### src/rtl/wiener_bin_ctrl.sv
// Spike-count bin sequencer: unpacks 64-bit words into four 16-bit counts written to
// the active ping-pong bank, then hands each completed bin to the Wiener decoder.
module wiener_bin_ctrl #(
    parameter  int MAX_WORDS = 32,
    localparam int IDX_W     = $clog2(MAX_WORDS)
) (
    input  logic             clk,
    input  logic             rst,
    input  logic             en,
    input  logic [IDX_W:0]   cfg_words,
    input  logic [63:0]      data_in,
    input  logic             data_valid,
    output logic             data_ready,
    output logic             wr_en,
    output logic [IDX_W+2:0] wr_addr,
    output logic [15:0]      wr_data,
    input  logic             dec_busy,
    output logic             dec_start,
    output logic             dec_bank,
    output logic [15:0]      bin_cnt,
    output logic             overrun,
    output logic [15:0]      overrun_cnt
);

    localparam logic [IDX_W:0] WORDS_MAX = (IDX_W + 1)'(MAX_WORDS);
    localparam logic [IDX_W:0] WORDS_ONE = (IDX_W + 1)'(1);

    typedef enum logic [1:0] {
        S_IDLE,
        S_COLLECT,
        S_UNPACK,
        S_ISSUE
    } state_t;

    state_t           r_state;
    state_t           w_state_nxt;
    logic             r_bank;
    logic             r_dec_bank;
    logic [IDX_W-1:0] r_word_idx;
    logic [1:0]       r_lane;
    logic [IDX_W:0]   r_words_lat;
    logic [63:0]      r_data;
    logic             r_abort;
    logic [15:0]      r_bin_cnt;
    logic [15:0]      r_overrun_cnt;

    logic [IDX_W:0]   w_cfg_clamped;
    logic             w_last_word;
    logic             w_lane_last;
    logic [15:0]      w_lane_data;

    assign w_cfg_clamped = (cfg_words == '0 || cfg_words > WORDS_MAX) ? WORDS_MAX : cfg_words;
    assign w_last_word   = ({1'b0, r_word_idx} == (r_words_lat - WORDS_ONE));
    assign w_lane_last   = (r_lane == 2'd3);

    // NOTE: every always_comb output gets a default before the case, so no path can infer a latch.
    always_comb begin
        w_state_nxt = r_state;
        unique case (r_state)
            S_IDLE: begin
                if (en) w_state_nxt = S_COLLECT;
            end
            S_COLLECT: begin
                if (!en)             w_state_nxt = S_IDLE;
                else if (data_valid) w_state_nxt = S_UNPACK;
            end
            S_UNPACK: begin
                if (w_lane_last) begin
                    if (r_abort || !en) w_state_nxt = S_IDLE;
                    else if (w_last_word) w_state_nxt = S_ISSUE;
                    else                  w_state_nxt = S_COLLECT;
                end
            end
            S_ISSUE: begin
                w_state_nxt = en ? S_COLLECT : S_IDLE;
            end
            default: w_state_nxt = S_IDLE;
        endcase
    end

    always_comb begin
        w_lane_data = r_data[15:0];
        unique case (r_lane)
            2'd0: w_lane_data = r_data[15:0];
            2'd1: w_lane_data = r_data[31:16];
            2'd2: w_lane_data = r_data[47:32];
            2'd3: w_lane_data = r_data[63:48];
            default: w_lane_data = r_data[15:0];
        endcase
    end

    assign data_ready  = (r_state == S_COLLECT);
    assign wr_en       = (r_state == S_UNPACK);
    assign wr_addr     = {r_bank, r_lane, r_word_idx};
    assign wr_data     = w_lane_data;
    assign dec_start   = (r_state == S_ISSUE) && !dec_busy;
    assign overrun     = (r_state == S_ISSUE) && dec_busy;
    // The bank being issued appears in the same cycle as the start pulse, then holds.
    assign dec_bank    = dec_start ? r_bank : r_dec_bank;
    assign bin_cnt     = r_bin_cnt;
    assign overrun_cnt = r_overrun_cnt;

    // NOTE: state registers use non-blocking assignments so every flop samples pre-edge values.
    always_ff @(posedge clk) begin
        if (!rst) begin
            r_state       <= S_IDLE;
            r_bank        <= 1'b0;
            r_dec_bank    <= 1'b0;
            r_word_idx    <= '0;
            r_lane        <= 2'd0;
            r_words_lat   <= '0;
            r_data        <= '0;
            r_abort       <= 1'b0;
            r_bin_cnt     <= '0;
            r_overrun_cnt <= '0;
        end else begin
            r_state <= w_state_nxt;
            unique case (r_state)
                S_IDLE: begin
                    if (en) begin
                        r_words_lat <= w_cfg_clamped;
                        r_word_idx  <= '0;
                        r_lane      <= 2'd0;
                        r_abort     <= 1'b0;
                    end
                end
                S_COLLECT: begin
                    if (!en) begin
                        r_word_idx <= '0;
                    end else if (data_valid) begin
                        r_data <= data_in;
                        r_lane <= 2'd0;
                    end
                end
                S_UNPACK: begin
                    r_lane <= r_lane + 2'd1;
                    if (!en) r_abort <= 1'b1;
                    if (w_lane_last) begin
                        r_abort <= 1'b0;
                        if (r_abort || !en || w_last_word) r_word_idx <= '0;
                        else                               r_word_idx <= r_word_idx + 1'b1;
                    end
                end
                S_ISSUE: begin
                    r_word_idx <= '0;
                    // A busy decoder keeps the bank so the one it is reading is never written.
                    if (!dec_busy) begin
                        r_dec_bank <= r_bank;
                        r_bank     <= ~r_bank;
                        r_bin_cnt  <= r_bin_cnt + 16'd1;
                    end else if (r_overrun_cnt != 16'hFFFF) begin
                        r_overrun_cnt <= r_overrun_cnt + 16'd1;
                    end
                end
                default: ;
            endcase
        end
    end

endmodule

### config.mk
export PLATFORM = sky130hd
export DESIGN_NAME = wiener_bin_ctrl
export DESIGN_NICKNAME = d
export VERILOG_FILES = /design/src/rtl/wiener_bin_ctrl.sv
export SDC_FILE = /design/constraint.sdc
export NUM_CORES = 1
export LEC_CHECK = 0
export ABC_AREA = 1
export CORE_MARGIN = 1.5
export CORE_UTILIZATION = 46
export CTS_BUF_LIST = sky130_fd_sc_hd__clkbuf_8
export DETAILED_ROUTE_END_ITERATION = 12
export MAX_ROUTING_LAYER = met4
export PLACE_DENSITY = 0.79
export SYNTH_ARGS = -nofsm -noshare
export SYNTH_HDL_FRONTEND = slang
export SYNTH_SLANG_ARGS = --single-unit
### constraint.sdc
create_clock -name clk -period 1.5 [get_ports clk]
set_input_delay 0.225 -clock clk [delete_from_list [all_inputs] [get_ports clk]]
set_output_delay 0.225 -clock clk [all_outputs]
set_load 0.03 [all_outputs]
Yosys cells after proc, flatten, opt, wreduce, memory -nomap -nowiden
Index checks and enable logic that the tools add are counted.

word-level totals
  logic and storage cells = 77
  output and inout port bits = 61
  input bits = 75
  bits in registers = 114

cells by class
  equality and inequality tests = 15
  magnitude comparators = 1
  reductions and logical operators = 20
  add/subtract/negate cells = 5
  bitwise logic cells = 2
  muxes and demuxes = 24

operator list
  cell                                                  number
  case mux 16 bit (4 select lines)                      1
  adder 16 x 1 -> 16 bit, second input constant         2
  two-way mux 5 bit                                     4
  case mux 5 bit (4 select lines)                       1
  two-way mux 2 bit                                     9
  != test 16 bit, second input constant                 1
  AND reduction 3 bit                                   5
  equality test 2 bit, second input constant            4
  != test 2 bit, second input constant                  4
  case mux 2 bit (4 select lines)                       1
  equality test 5 x 6 -> 1 bit                          1
  greater-than comparator 6 bit, second input constant  1
  zero test 6 bit                                       1
  two-way mux 6 bit                                     1
  case mux 2 bit (3 select lines)                       1
  subtractor 6 x 1 -> 6 bit, second input constant      1
  adder 5 x 1 -> 5 bit, second input constant           1
  two-way mux 1 bit                                     5
  equality test 2 x 1 -> 1 bit, second input constant   2
  zero test 2 bit                                       2
  AND reduction 2 bit                                   2
  AND reduction 4 bit                                   1
  logical OR 1 bit                                      3
  != test 3 x 2 -> 1 bit, second input constant         1
  9 further kinds                                       12

Depth between registers and ports, before layout
Gate-level depths: netlist of the first run.

  depth after elaboration = 6
  depth in mapped cells = 12
  depth with buffers taken out = 12

Worst setup path after synthesis of the first run
No wires, ideal clock.

  kind = reg2out
  start point = register r_lane[1]
  end point = output wr_data[0]
  stages on the path, launching flop included = 7
  buffers on the path = 2
  setup slack = -0.858 ns
  arrival = 2.133 ns
  required time = 1.275 ns
  cell sequence = dfxtp_1 -> ha_1 -> clkbuf_1 -> clkbuf_1 -> a22o_1 -> a21oi_1 -> o21ai_0

between the ends
  word-level cells in the longest chain between the ends = 2
  elaborated cells on any way between the ends = 5
  classes of those cells = eq/ne (3); mux (1); reduce/logical (1)

ends and longest elaborated chain
  element                                            RTL line  text
  start: declaration                                 40        logic [1:0] r_lane;
  start signal: assignment                           136       r_lane <= r_lane + 2'd1;
  equality test 2 bit, or another cell as far along  83        unique case (r_lane)
  case mux 16 bit (4 select lines) *                 83
  end: declaration                                   16        output logic [15:0] wr_data,

Every way passes the cells marked *; elsewhere a longest branch is shown, timed or not.

Worst setup path in the final report of the first run
  start point = register r_lane[1]
  end point = output wr_data[2]

The elaborated chain is that of the path after synthesis.

==> results of run 1 <==
[kinds of logic after synthesis]
group	after synthesis	synth area share, %
AOI/OAI and AO/OA	179	18.6
xor gates and xnor gates	14	2.32
adders and majority gates	8	1.89
buffers and inverters	88	6.88
DFF	114	43.1
and+or+nand+nor	352	27.2
[flip-flops by register name, summed over array words and instances (netlist names)]
register / flops
r_dec_bank: 1
r_words_lat: 6
r_data: 64
overrun_cnt: 16
r_lane: 2
bin_cnt: 16
r_word_idx: 5
r_state: 2
r_bank: 1
r_abort: 1
[power by group through the flow]
stage	registers (mW)	clock network [mW]	logic [mW]
after floorplan	3.27	0	0.523
after global placement	3.28	0	0.940
after detailed placement	3.29	0	0.960
after CTS	3.22	2.63	1.02
after global routing	3.24	2.81	1.43
final	3.24	2.66	1.36
[path summary, 6_finish.rpt]
path	endpoint	startpoint	slack, ps	cells after the start
hold reg to reg	overrun_cnt[3]	overrun_cnt[3]	480	2
setup reg to reg	r_data[44]	r_state[0]	-210	9
hold / removal	r_dec_bank	rst	270	4
setup / recovery	wr_data[2]	r_lane[1]	-650	6
[worst max-delay path, delay by kind of cell, from the launching register on]
kind	cells	cell delay (ps)
compound gates	3	630
flops	1	370
buf+inv	2	290
fa+ha+maj	1	200
[stage by stage]
step	setup WS [ps]	total power [mW]	TNS (ps)	instances	hold slack, ps
after floorplan	-105	3.80	-1040	755	360
after global placement	-186	4.22	-10680	1043	449
after detailed placement	-200	4.25	-13180	1043	465
after CTS	-509	6.87	-7630	1085	226
after global routing	-672	7.49	-21360	1110	243
final	-652	7.25	-14950	1110	274
[metal layers]
layer	wire length (µm)	share of wire [%]	vias to the layer above
li1	-	-	2879
met1	7560	36	3010
met2	10500	50	368
met3	1500	7.2	130
met4	1380	6.6	0
met5	0	0	-
[repair_timing]
action / CTS / global route
cloned: 0 / 13
endpoints found under the hold margin: 0 / 0
setup endpoints to repair: 67 / 139
resized for setup: 101 / 248
setup buffers: 12 / 13
pin swaps: 11 / 36
[layout make-up]
| type | instances | area [µm²] | area share [%] |
|---|---|---|---|
| inverter | 51 | 206 | 2.30 |
| sequential | 114 | 2320 | 25.8 |
| clock buffer | 19 | 262 | 2.91 |
| tap | 140 | 175 | 1.95 |
| multi-input combinational | 553 | 3690 | 41.0 |
| clock inverter | 13 | 95.1 | 1.06 |
| timing repair buffer | 219 | 2230 | 24.8 |
| timing repair inverter | 1 | 11.3 | 0.125 |
[synthesized netlist by cell type (5+ instances only)]
cell type / n / area share, %
sky130_fd_sc_hd__nor2_1: 178 / 13
sky130_fd_sc_hd__nand2_1: 116 / 8.2
sky130_fd_sc_hd__dfxtp_1: 114 / 43
sky130_fd_sc_hd__o21ai_1: 66 / 6.2
sky130_fd_sc_hd__a21oi_1: 58 / 5.5
sky130_fd_sc_hd__inv_1: 46 / 3.3
sky130_fd_sc_hd__nand3_1: 31 / 2.9
sky130_fd_sc_hd__o21ai_0: 30 / 2.8
sky130_fd_sc_hd__clkbuf_1: 24 / 1.7
sky130_fd_sc_hd__a22o_1: 16 / 2.6
sky130_fd_sc_hd__buf_4: 8 / 1.1
sky130_fd_sc_hd__ha_1: 8 / 1.9
sky130_fd_sc_hd__nor3_1: 8 / 0.76
sky130_fd_sc_hd__xnor2_1: 8 / 1.3
sky130_fd_sc_hd__nor2_2: 6 / 0.71
sky130_fd_sc_hd__xor2_1: 6 / 0.99
sky130_fd_sc_hd__inv_2: 5 / 0.35
==> results.txt, run 1 <==
- Result of the run: finished, violations left
- The checks that failed: setup timing.
* Internal Dissipation: 5.12 mW
- Kind of end point of the critical path: primary output
- In the routed design, unresolved DRC markers number 0.
- The final-report max-slew violation count came to 0.
- At the pin with the least slew margin, the transition time is 502 ps.
- The floorplan step defined a core boundary enclosing 0.0110 mm².
- The final critical path takes up 143% of the cycle.
* Count of hold buffers inserted by post-cts repair: 0
- Number of placement rows: 38
- Counting flops with a built-in enable in the synthesized netlist gives 0.
* Met1 Usage GRT: 30.7%
- The first global-routing pass estimated 25000 µm of wire.
- Global-route met2 utilization: 45.9%
* Most frequently used flop master after synthesis: sky130_fd_sc_hd__dfxtp_1
- Final cell area excluding filler cells: 0.00899 mm²
* TritonCTS Buffers: 17
* Number of distinct library cell variants in the gate-level netlist after synthesis: 32
- The tree is rooted in a sky130_fd_sc_hd__clkbuf_8.
- Clock tree synthesis found a total of 114 sinks.
- Worst skew pair latency: 440 ps
* Avg WL per Cell: 18.9 µm
- Via count of the first global-routing pass: 5478
* Largest net degree at the start of global routing: 55
* Kind of path behind the tightest hold check: in2reg
- Fraction of the yosys area taken by sequential cells: 43.1%
* Worst-case clock buffer depth: 2
* Global Route met3 Usage: 6.47%
* FILL cells: 618
* Sequential share of power: 44.6%
* Port Buffers: 135
- The synthesized design contains 114 register bits.
- Dividing the detail-routed via count by the number of cells gives 5.75.
- The clock arrives with 12.9 ps of skew.
* # setup viols final: 90
* Warnings, synthesis: 0
- Area enclosed by the die boundary: 0.0122 mm²
* CTS tree: built
- The repair_antennas step left the layout with diodes totalling 0.
- The mapped netlist covers 0.00530 mm².
* Number of hold-slack violations in the final timing report: 0
- Clock-pin slew was measured on the worst setup and hold paths at 70 ps.
* GR peak layer: met2
* Clock share of power: 36.6%
* Initial Util: 48.0%
- The detail route stage leaves a number of antenna-violating nets equal to 0.
* Time the final worst path needs with I/O delays and setup: 2150 ps
- Detail Placement HPWL: 11300 µm
* Highest clock frequency the design can meet: 465 MHz
- After detailed routing, the total wire length is 20900 µm.
- The initial antenna violation count was 0.
* Top-level I/O count: 136
* Post-synthesis to final-layout area growth: 69.8%
- Tot GR Track Use: 27.4%
* Post-synthesis cell count: 755
* Crit path max fanout: 5
- For this run the aggregate overflow at the end of global routing stands at 0.
- Net Sw Frac: 29.4%
- Minimum setup slack in the final design: -652 ps
* Commonest cells after routing, fill and taps aside: 107 x sky130_fd_sc_hd__nand2_1, 95 x sky130_fd_sc_hd__nor2_1, 94 x sky130_fd_sc_hd__dfxtp_1, 73 x sky130_fd_sc_hd__clkdlybuf4s50_1, 66 x sky130_fd_sc_hd__nor2_4
- Final weighted congestion in routability-driven placement: 0.959
- Core Util, Final: 81.5%
- Combinational logic burns 18.7% of the power.
- STA classifies the critical path startpoint as a flop.
- The worst pin sits at a relative slew slack of 66.5%.
- The final route contains 6387 vias.
* Die height: 110 µm
- The post-route netlist has 36.3% of its cells at a drive strength greater than 1.
- Kind of critical path: reg2out
- Walking the worst path, the cells encountered are ha_4, buf_12, a22o_1, a21oi_2, o21ai_4, buf_6.
- Iteration-0 DRC count of the detailed router: 601
- Max-cap violations in this run came to 0.
- The die is 110 µm wide.
- Post-synth ARST share: 0%
- Net Count, Synth: 838
- Most common cell after layout, fill and taps aside: sky130_fd_sc_hd__nand2_1
- Mean Syn Cell Area: 7.01 µm²
- Standby leakage power: 3.55 nW
- For this run, the detailed router's first-pass iteration total came to 7.
* Switching pwr: 2.13 mW
* Highest-delay cell along the critical path: sky130_fd_sc_hd__dfxtp_4
- Number of H-tree levels: 4
* Placed cell areas: 0.00733 mm²
* WP data required: 1270 ps
- Nets: 1040
- Setup repair after global routing could not meet its margin everywhere.
- Worst-case vdd ir drop: 0.818 mV
* Worst path arrival time: 1930 ps
- For this run, the slowest stage of the critical path takes 370 ps.
- Cell Pwr Density: 807 mW/mm²
Note: power is estimated with default switching activity, not from simulation.
==> inputs of run 2 (changes only) <==
- CORE_MARGIN: 1.5 -> 1
==> run 2 against run 1 <==
The flow still finishes with violations (setup timing). Worst setup slack better by 61 ps. Sequential power about the same. Cell area down 0.77%. Via count up 1.6%. Total power up 4.4%. Sequential share of layout area up 0.21 points. Non-clock buffer count up 2. Highest routed layer unchanged.
==> results.txt, run 2 (same netlist as run 1, synthesis figures left out) <==
* Routed via count: 6488
- Routability-driven placement finished with a final weighted congestion of 0.975.
- In this run the number of H-tree levels came out at 4.
* Minimum setup slack in the final design: -591 ps
- Setup total negative slack on the finished layout was measured at -15760 ps.
- Worst Hold Margin: 261 ps
- After detailed routing, the total wire length is 21100 µm.
- Worst skew pair latency: 440 ps
- For this run, design rule violations remaining after detail routing come to 0.
- Top-level I/O count: 136
- Die height: 109 µm
- Avg WL per Cell: 19.0 µm
- Flop-to-flop setup slack: -170 ps
- Total power: 7.57 mW
- The finished cells cover 0.00892 mm².
* Number of cells in the design after placement: 1045
- Number of placement rows: 38
- r_data holds more flip-flops than any other register.
- For the worst setup path, the data required time is 1270 ps.
* Time the final worst path needs with I/O delays and setup: 2090 ps
* Root buffer selected by CTS: sky130_fd_sc_hd__clkbuf_8
- Result of the run: finished, violations left
* Highest clock frequency the design can meet: 478 MHz
- Before antenna repair, the detailed router went through 7 iterations.
- Antenna-violating nets left: 0
- Across the VDD grid, the largest voltage drop is 0.819 mV.
* Standby leakage power: 3.53 nW
- Of all nets on the critical path, the largest fanout is 16.
- At the pin with the least slew margin, the transition time is 347 ps.
- Data on the critical path arrives at its endpoint at 1870 ps.
- Startpoint type of the worst setup path: flop
* Relative max-transition margin: 76.9%
* Kind of end point of the critical path: primary output
- Max-cap violations in this run came to 0.
* Worst-case clock buffer depth: 2
- Count of placed standard cells in the final layout, fillers left out: 1111
- The die covers 0.0119 mm².
* Launch point of the worst reg-to-reg path: r_state[0]
- Unrepaired setup endpoints after global routing: yes
- In the finished design, the share of the clock period the worst path needs comes to 139%.
* Max FFs per register: 64
- The first routing iteration left 659 violations.
- The initial antenna violation count was 0.
- Kind of path behind the tightest hold check: in2reg
- Summed over all layers, the global routing overflow is 0.
- Number of vias per cell after detailed routing: 5.84
* Tot GR Track Use: 29.7%
- The clock net in this run drives a total of 114 sinks.
* Number of pins exceeding their max-slew limit in the final report: 0
* CTS tree: built
- The count of final hold-check violations was 0.
- At the end of the flow, the number of nets in the layout was 1042.
- Port Buffers: 135
- The via count of the first global-routing pass came to 5666.
- Placed cell areas: 0.00735 mm²
- Kind of critical path: reg2out
- Wire length of the first global-routing pass: 26700 µm
- Commonest cells after routing, fill and taps aside: 130 x sky130_fd_sc_hd__nor2_1, 107 x sky130_fd_sc_hd__nand2_1, 95 x sky130_fd_sc_hd__dfxtp_1, 72 x sky130_fd_sc_hd__clkdlybuf4s50_1, 51 x sky130_fd_sc_hd__buf_4
* Post-synthesis to final-layout area growth: 68.5%
- The critical path starts at r_lane[0].
- Clock tree synthesis inserted a total of 17 buffers.
* FILL cells: 636
- Cells with a size suffix above 1 make up 35.4% of the layout.
- Inserted Diodes: 0
- Clock-pin slew was measured on the worst setup and hold paths at 70 ps.
* Core Area: 0.0110 mm²
- Power spread over the standard cell area amounts to 849 mW/mm².
- The most critical setup path has its endpoint at wr_data[9].
- Die outline width: 109 µm
- # setup viols final: 91
- The HPWL after detailed placement is 11500 µm.
- Most common cell after layout, fill and taps aside: sky130_fd_sc_hd__nor2_1
* Failing checks: setup timing
- Once the floorplan was initialized, standard cells occupied 48.0% of the core.
* Largest net degree at the start of global routing: 66
- Number of cells on the worst reg-to-reg path: 10
- Clock skew on the completed layout was measured at 12.0 ps.
- Endpoint of the worst register-to-register path: r_data[39]
## run 2: cell types whose count changed in the layout (fill, tap and decap cells not counted), moves of 3 or more
cell,before,now
sky130_fd_sc_hd__clkdlybuf4s15_1,12,8
sky130_fd_sc_hd__nand2_2,5,8
sky130_fd_sc_hd__o21ai_1,62,34
sky130_fd_sc_hd__o21ai_2,7,33
sky130_fd_sc_hd__nor2_4,66,32
sky130_fd_sc_hd__nand3_2,8,5
sky130_fd_sc_hd__nor2_1,95,130
sky130_fd_sc_hd__nand2_4,6,2
sky130_fd_sc_hd__buf_8,1,4
## run 2: area by class of cell
| type | count | area [µm²] | share of cell area (%) |
|---|---|---|---|
| timing repair inverter | 1 | 11.3 | 0.126 |
| clock buffer | 18 | 248 | 2.78 |
| tap | 140 | 175 | 1.96 |
| clock inverter | 13 | 146 | 1.64 |
| multi-input combinational | 553 | 3500 | 39.2 |
| inverter | 51 | 218 | 2.44 |
| sequential | 114 | 2320 | 26.0 |
| timing repair buffer | 221 | 2300 | 25.8 |
## run 2: worst min-delay path by stage
stage	from	endpoint	slack, ps	depth (start not counted)
4_1_cts	rst	bin_cnt[15]	220	4
6_report	rst	bin_cnt[15]	260	4
5_1_grt	rst	bin_cnt[15]	270	4
3_5_place_dp	r_dec_bank	r_dec_bank	460	2
2_1_floorplan	data_in[0]	r_data[0]	360	2
3_3_place_gp	r_dec_bank	r_dec_bank	450	2
## run 2: through the flow
step | setup WS [ps] | utilization [%]
3_5_place_dp | -230 | 66.6
2_1_floorplan | -105 | -
4_1_cts | -516 | 72.7
5_1_grt | -639 | 80.9
3_3_place_gp | -179 | 66.6
6_report | -591 | 80.9
## run 2: per-layer routing
metal  wire, µm  share of wire [%]  track usage, %
met1       7890                 37            34.6
met2      10700                 50            49.1
met3       1540                7.3            6.58
met4       1030                4.9            13.5
met5          0                  0               -
## run 2: timing repair
item / in CTS / in global routing
gates cloned: 1 / 13
setup buffers: 10 / 11
endpoints found under the setup margin: 69 / 137
hold buffers: 0 / 0
pin swaps: 18 / 48
gates resized for setup: 118 / 193
## run 2: power by group
part           internal [mW]  switching [mW]
Clock                   1.65            1.30
Combinational          0.663           0.717
Sequential              3.14           0.106
Total                   5.45            2.12
## run 2: worst max-delay path, stage by stage (launching register included)
cell                      delay, ps
sky130_fd_sc_hd__dfxtp_4        400
sky130_fd_sc_hd__inv_4           60
sky130_fd_sc_hd__ha_4           230
sky130_fd_sc_hd__a22o_1         270
sky130_fd_sc_hd__a21oi_2        240
sky130_fd_sc_hd__o21ai_4        100
sky130_fd_sc_hd__buf_6          140
==> inputs of run 3 (changes only) <==
==> constraint.sdc (replaced) <==
create_clock -name clk -period 1.5 [get_ports clk]
set_input_delay 0.15 -clock clk [delete_from_list [all_inputs] [get_ports clk]]
set_output_delay 0.15 -clock clk [all_outputs]
set_load 0.03 [all_outputs]
==> run 3 against run 2 <==
Sequential share of layout area is 1.2 points lower. Global-route usage up 0.13 points. Non-clock buffer count grew 4. Count of clock-buffer cells in the layout increased by 3. The run still ends with setup timing left. Worst hold slack lost 120 ps. Via count grew 6.6%. Clock skew up 2.7 ps.
==> results.txt, run 3 (same netlist as run 1, synthesis figures left out) <==
* Avg WL per Cell: 22.7 µm
* Post-synthesis to final-layout area growth: 76.3%
* Number of pins exceeding their max-slew limit in the final report: 0
* Kind of end point of the critical path: primary output
- CTS saw 114 sinks.
- Most flops, register: r_data
- The first detailed-routing pass ran for 7 iterations.
- Standby leakage power: 3.72 nW
- Crit path max fanout: 16
- Nets: 1046
* Initial Util: 48.0%
- Max-cap violations in this run came to 0.
- Worst path top cell family by delay: compound AO/OA/AOI/OAI gates
- Area enclosed by the die boundary: 0.0119 mm²
- For the final database, setup skew stands at 14.7 ps.
- Leaving out fill and tap cells, the most frequent cells in the layout are 105 x sky130_fd_sc_hd__nand2_1, 99 x sky130_fd_sc_hd__nor2_1, 96 x sky130_fd_sc_hd__dfxtp_1, 73 x sky130_fd_sc_hd__clkdlybuf4s50_1, 67 x sky130_fd_sc_hd__nor2_4.
* Portion of the clock cycle consumed by the worst path in the final layout: 134%
* Count of hold buffers inserted by post-cts repair: 0
- Number of cells on the worst hold path: 3
* Root buffer selected by CTS: sky130_fd_sc_hd__clkbuf_8
* Port Buffers: 135
- Most common cell after layout, fill and taps aside: sky130_fd_sc_hd__nand2_1
- Wire length of the first global-routing pass: 26800 µm
- The largest single stage delay on the critical path is 370 ps.
- The worst hold path belongs to the class in2reg.
- Result of the run: finished, violations left
- The worst register-to-register path has a setup slack of -250 ps.
- Antenna-violating nets left: 0
* Highest-delay cell along the critical path: sky130_fd_sc_hd__dfxtp_4
- Number of cells on the worst reg-to-reg path: 9
* Number of placement rows: 38
- The worst setup path is launched from a flop.
- Number of hold-slack violations in the final timing report: 0
* Highest clock frequency the design can meet: 499 MHz
* Cell Pwr Density: 827 mW/mm²
- The tightest hold path in the finished design has a slack of 143 ps.
* Final weighted congestion in routability-driven placement: 0.960
- Sequential share of power: 42.2%
- The clock tree synthesis step divided the H-tree into 4 levels.
- Clock share of power: 38.8%
* Final routed DRC violation total: 0
- Failing checks: setup timing
- Internal Dissipation: 5.44 mW
* Beginning of the worst hold path: rst
- The via count of the first global-routing pass was 5830.
- Entering global routing, the biggest net connects 72 pins.
- Traced cell by cell, the critical path runs through inv_4, ha_4, a22o_1, a21oi_4, o21ai_4, buf_6.
* Worst slew pin tran: 440 ps
- WP data required: 1350 ps
* Routed via count: 6919
* # setup viols final: 106
- The filler cells instantiated in the layout total 535.
- Die outline width: 109 µm
* TritonCTS Buffers: 17
- Die height: 109 µm
- Grt ovf: 0
* Endpoint of the worst register-to-register path: r_data[39]
- For hold timing, the worst endpoint is overrun_cnt[12].
- Total power: 7.72 mW
- Setup repair after global routing could not meet its margin everywhere.
* Initial antenna violation count: 1
- Detail Placement HPWL: 11100 µm
* Launch point of the worst reg-to-reg path: r_state[0]
* Top-level I/O count: 136
- The register with the most flip-flops in the layout has 64 of them.
- Worst path arrival time: 1860 ps
* Time the final worst path needs with I/O delays and setup: 2010 ps
- CTS tree: built
- Clock transition time at the flip-flop clock pins of the worst setup and hold paths: 80 ps
* Worst-case vdd ir drop: 0.897 mV
- Total buffers and inverters traversed by the critical path: 2
- Net switching is 29.6% of the power.
- Switching pwr: 2.28 mW
- The total area inside the core boundary comes to 0.0110 mm².
- Relative max-transition margin: 70.7%
* Worst-case clock buffer depth: 2
- Across every metal layer, demand over resource in global routing totals 29.9%.
- Fraction of layout cells with a size suffix above 1: 36.7%
- Number of vias per cell after detailed routing: 6.21
* Relative contribution of combinational cells to total power: 19.0%
- For the worst-skew pair, the clock arrives at the later sink with an insertion delay of 460 ps.
- Iteration-0 DRC count of the detailed router: 1122
- After detailed routing, the total wire length is 25300 µm.
- The critical path in this run is classified as reg2out.
- In the post-route analysis, the smallest setup slack over all paths is -505 ps.
-- run 3: cell count changes in the layout (fill, tap and decap cells not counted), moves of 8 or more --
| cell | previous run | this run |
|---|---|---|
| sky130_fd_sc_hd__o21ai_2 | 33 | 8 |
| sky130_fd_sc_hd__clkbuf_2 | 13 | 5 |
| sky130_fd_sc_hd__nor2_1 | 130 | 99 |
| sky130_fd_sc_hd__nor2_4 | 32 | 67 |
| sky130_fd_sc_hd__dlygate4sd2_1 | 15 | 33 |
| sky130_fd_sc_hd__o21ai_1 | 34 | 61 |
| sky130_fd_sc_hd__a21oi_2 | 20 | 9 |
| sky130_fd_sc_hd__a21oi_4 | 2 | 15 |
-- run 3: layer usage --
layer / global-route usage (%) / up-vias / part of all wire (%) / wire length (µm)
li1: - / 2902 / - / -
met5: - / - / 0 / 0
met3: 6.40 / 186 / 8.7 / 2200
met2: 52.2 / 578 / 49 / 12400
met4: 13.4 / 0 / 7.8 / 1980
met1: 32.5 / 3253 / 35 / 8760
-- run 3: worst register-to-register path: stages (launching register included) --
cell and delay [ps]:
sky130_fd_sc_hd__dfxtp_4 370, sky130_fd_sc_hd__buf_6 130, sky130_fd_sc_hd__inv_4 40, sky130_fd_sc_hd__nor2_4 150, sky130_fd_sc_hd__nand2_4 90, sky130_fd_sc_hd__nor2_4 270, sky130_fd_sc_hd__clkinv_4 190, sky130_fd_sc_hd__clkbuf_16 230
sky130_fd_sc_hd__nor2_4 110, sky130_fd_sc_hd__nor2_1 80
-- run 3: layout make-up --
type	count	area [µm²]	share of cell area [%]
clock inverter	9	106	1.14
clock buffer	21	289	3.10
inverter	51	209	2.24
timing repair inverter	1	11.3	0.121
multi-input combinational	553	3870	41.5
sequential	114	2320	24.8
tap	140	175	1.88
antenna	1	2.50	0.0268
timing repair buffer	225	2350	25.2
-- run 3: power groups by stage --
stage | clock (mW) | sequential [mW] | combinational (mW)
global route | 3.12 | 3.26 | 1.52
finish | 3.00 | 3.26 | 1.46
CTS | 2.87 | 3.23 | 1.03
floorplan | 0 | 3.27 | 0.514
detailed placement | 0 | 3.28 | 0.944
global placement | 0 | 3.28 | 0.928
-- run 3: how the worst max path moves through the flow --
stage                    from             end  slack (ps)  cells after the start
floorplan           r_lane[0]      wr_data[0]         -50                      7
global placement    r_lane[0]     wr_data[12]        -130                      6
detailed placement   dec_busy  overrun_cnt[0]        -150                      7
CTS                 r_lane[0]      wr_data[0]        -430                      6
global route        r_lane[0]      wr_data[9]        -530                      6
finish              r_lane[0]      wr_data[9]        -510                      6
-- run 3: stage by stage --
step	setup slack [ps]	std cells	utilization (%)	setup TNS, ps	instance area [µm²]
floorplan	-51.5	755	-	-1740	5580
global placement	-134	1039	66.0	-3950	7280
detailed placement	-149	1039	66.0	-6420	7280
CTS	-430	1077	73.4	-6600	8100
global route	-526	1115	84.7	-24230	9340
finish	-505	1115	84.7	-20650	9340
-- run 3: what timing repair did --
item                       4_1_cts  5_1_grt
buffers inserted                 6       23
pin swaps                       27       39
resized for setup              128      235
setup endpoints to repair       72      115
gates cloned                     2       14
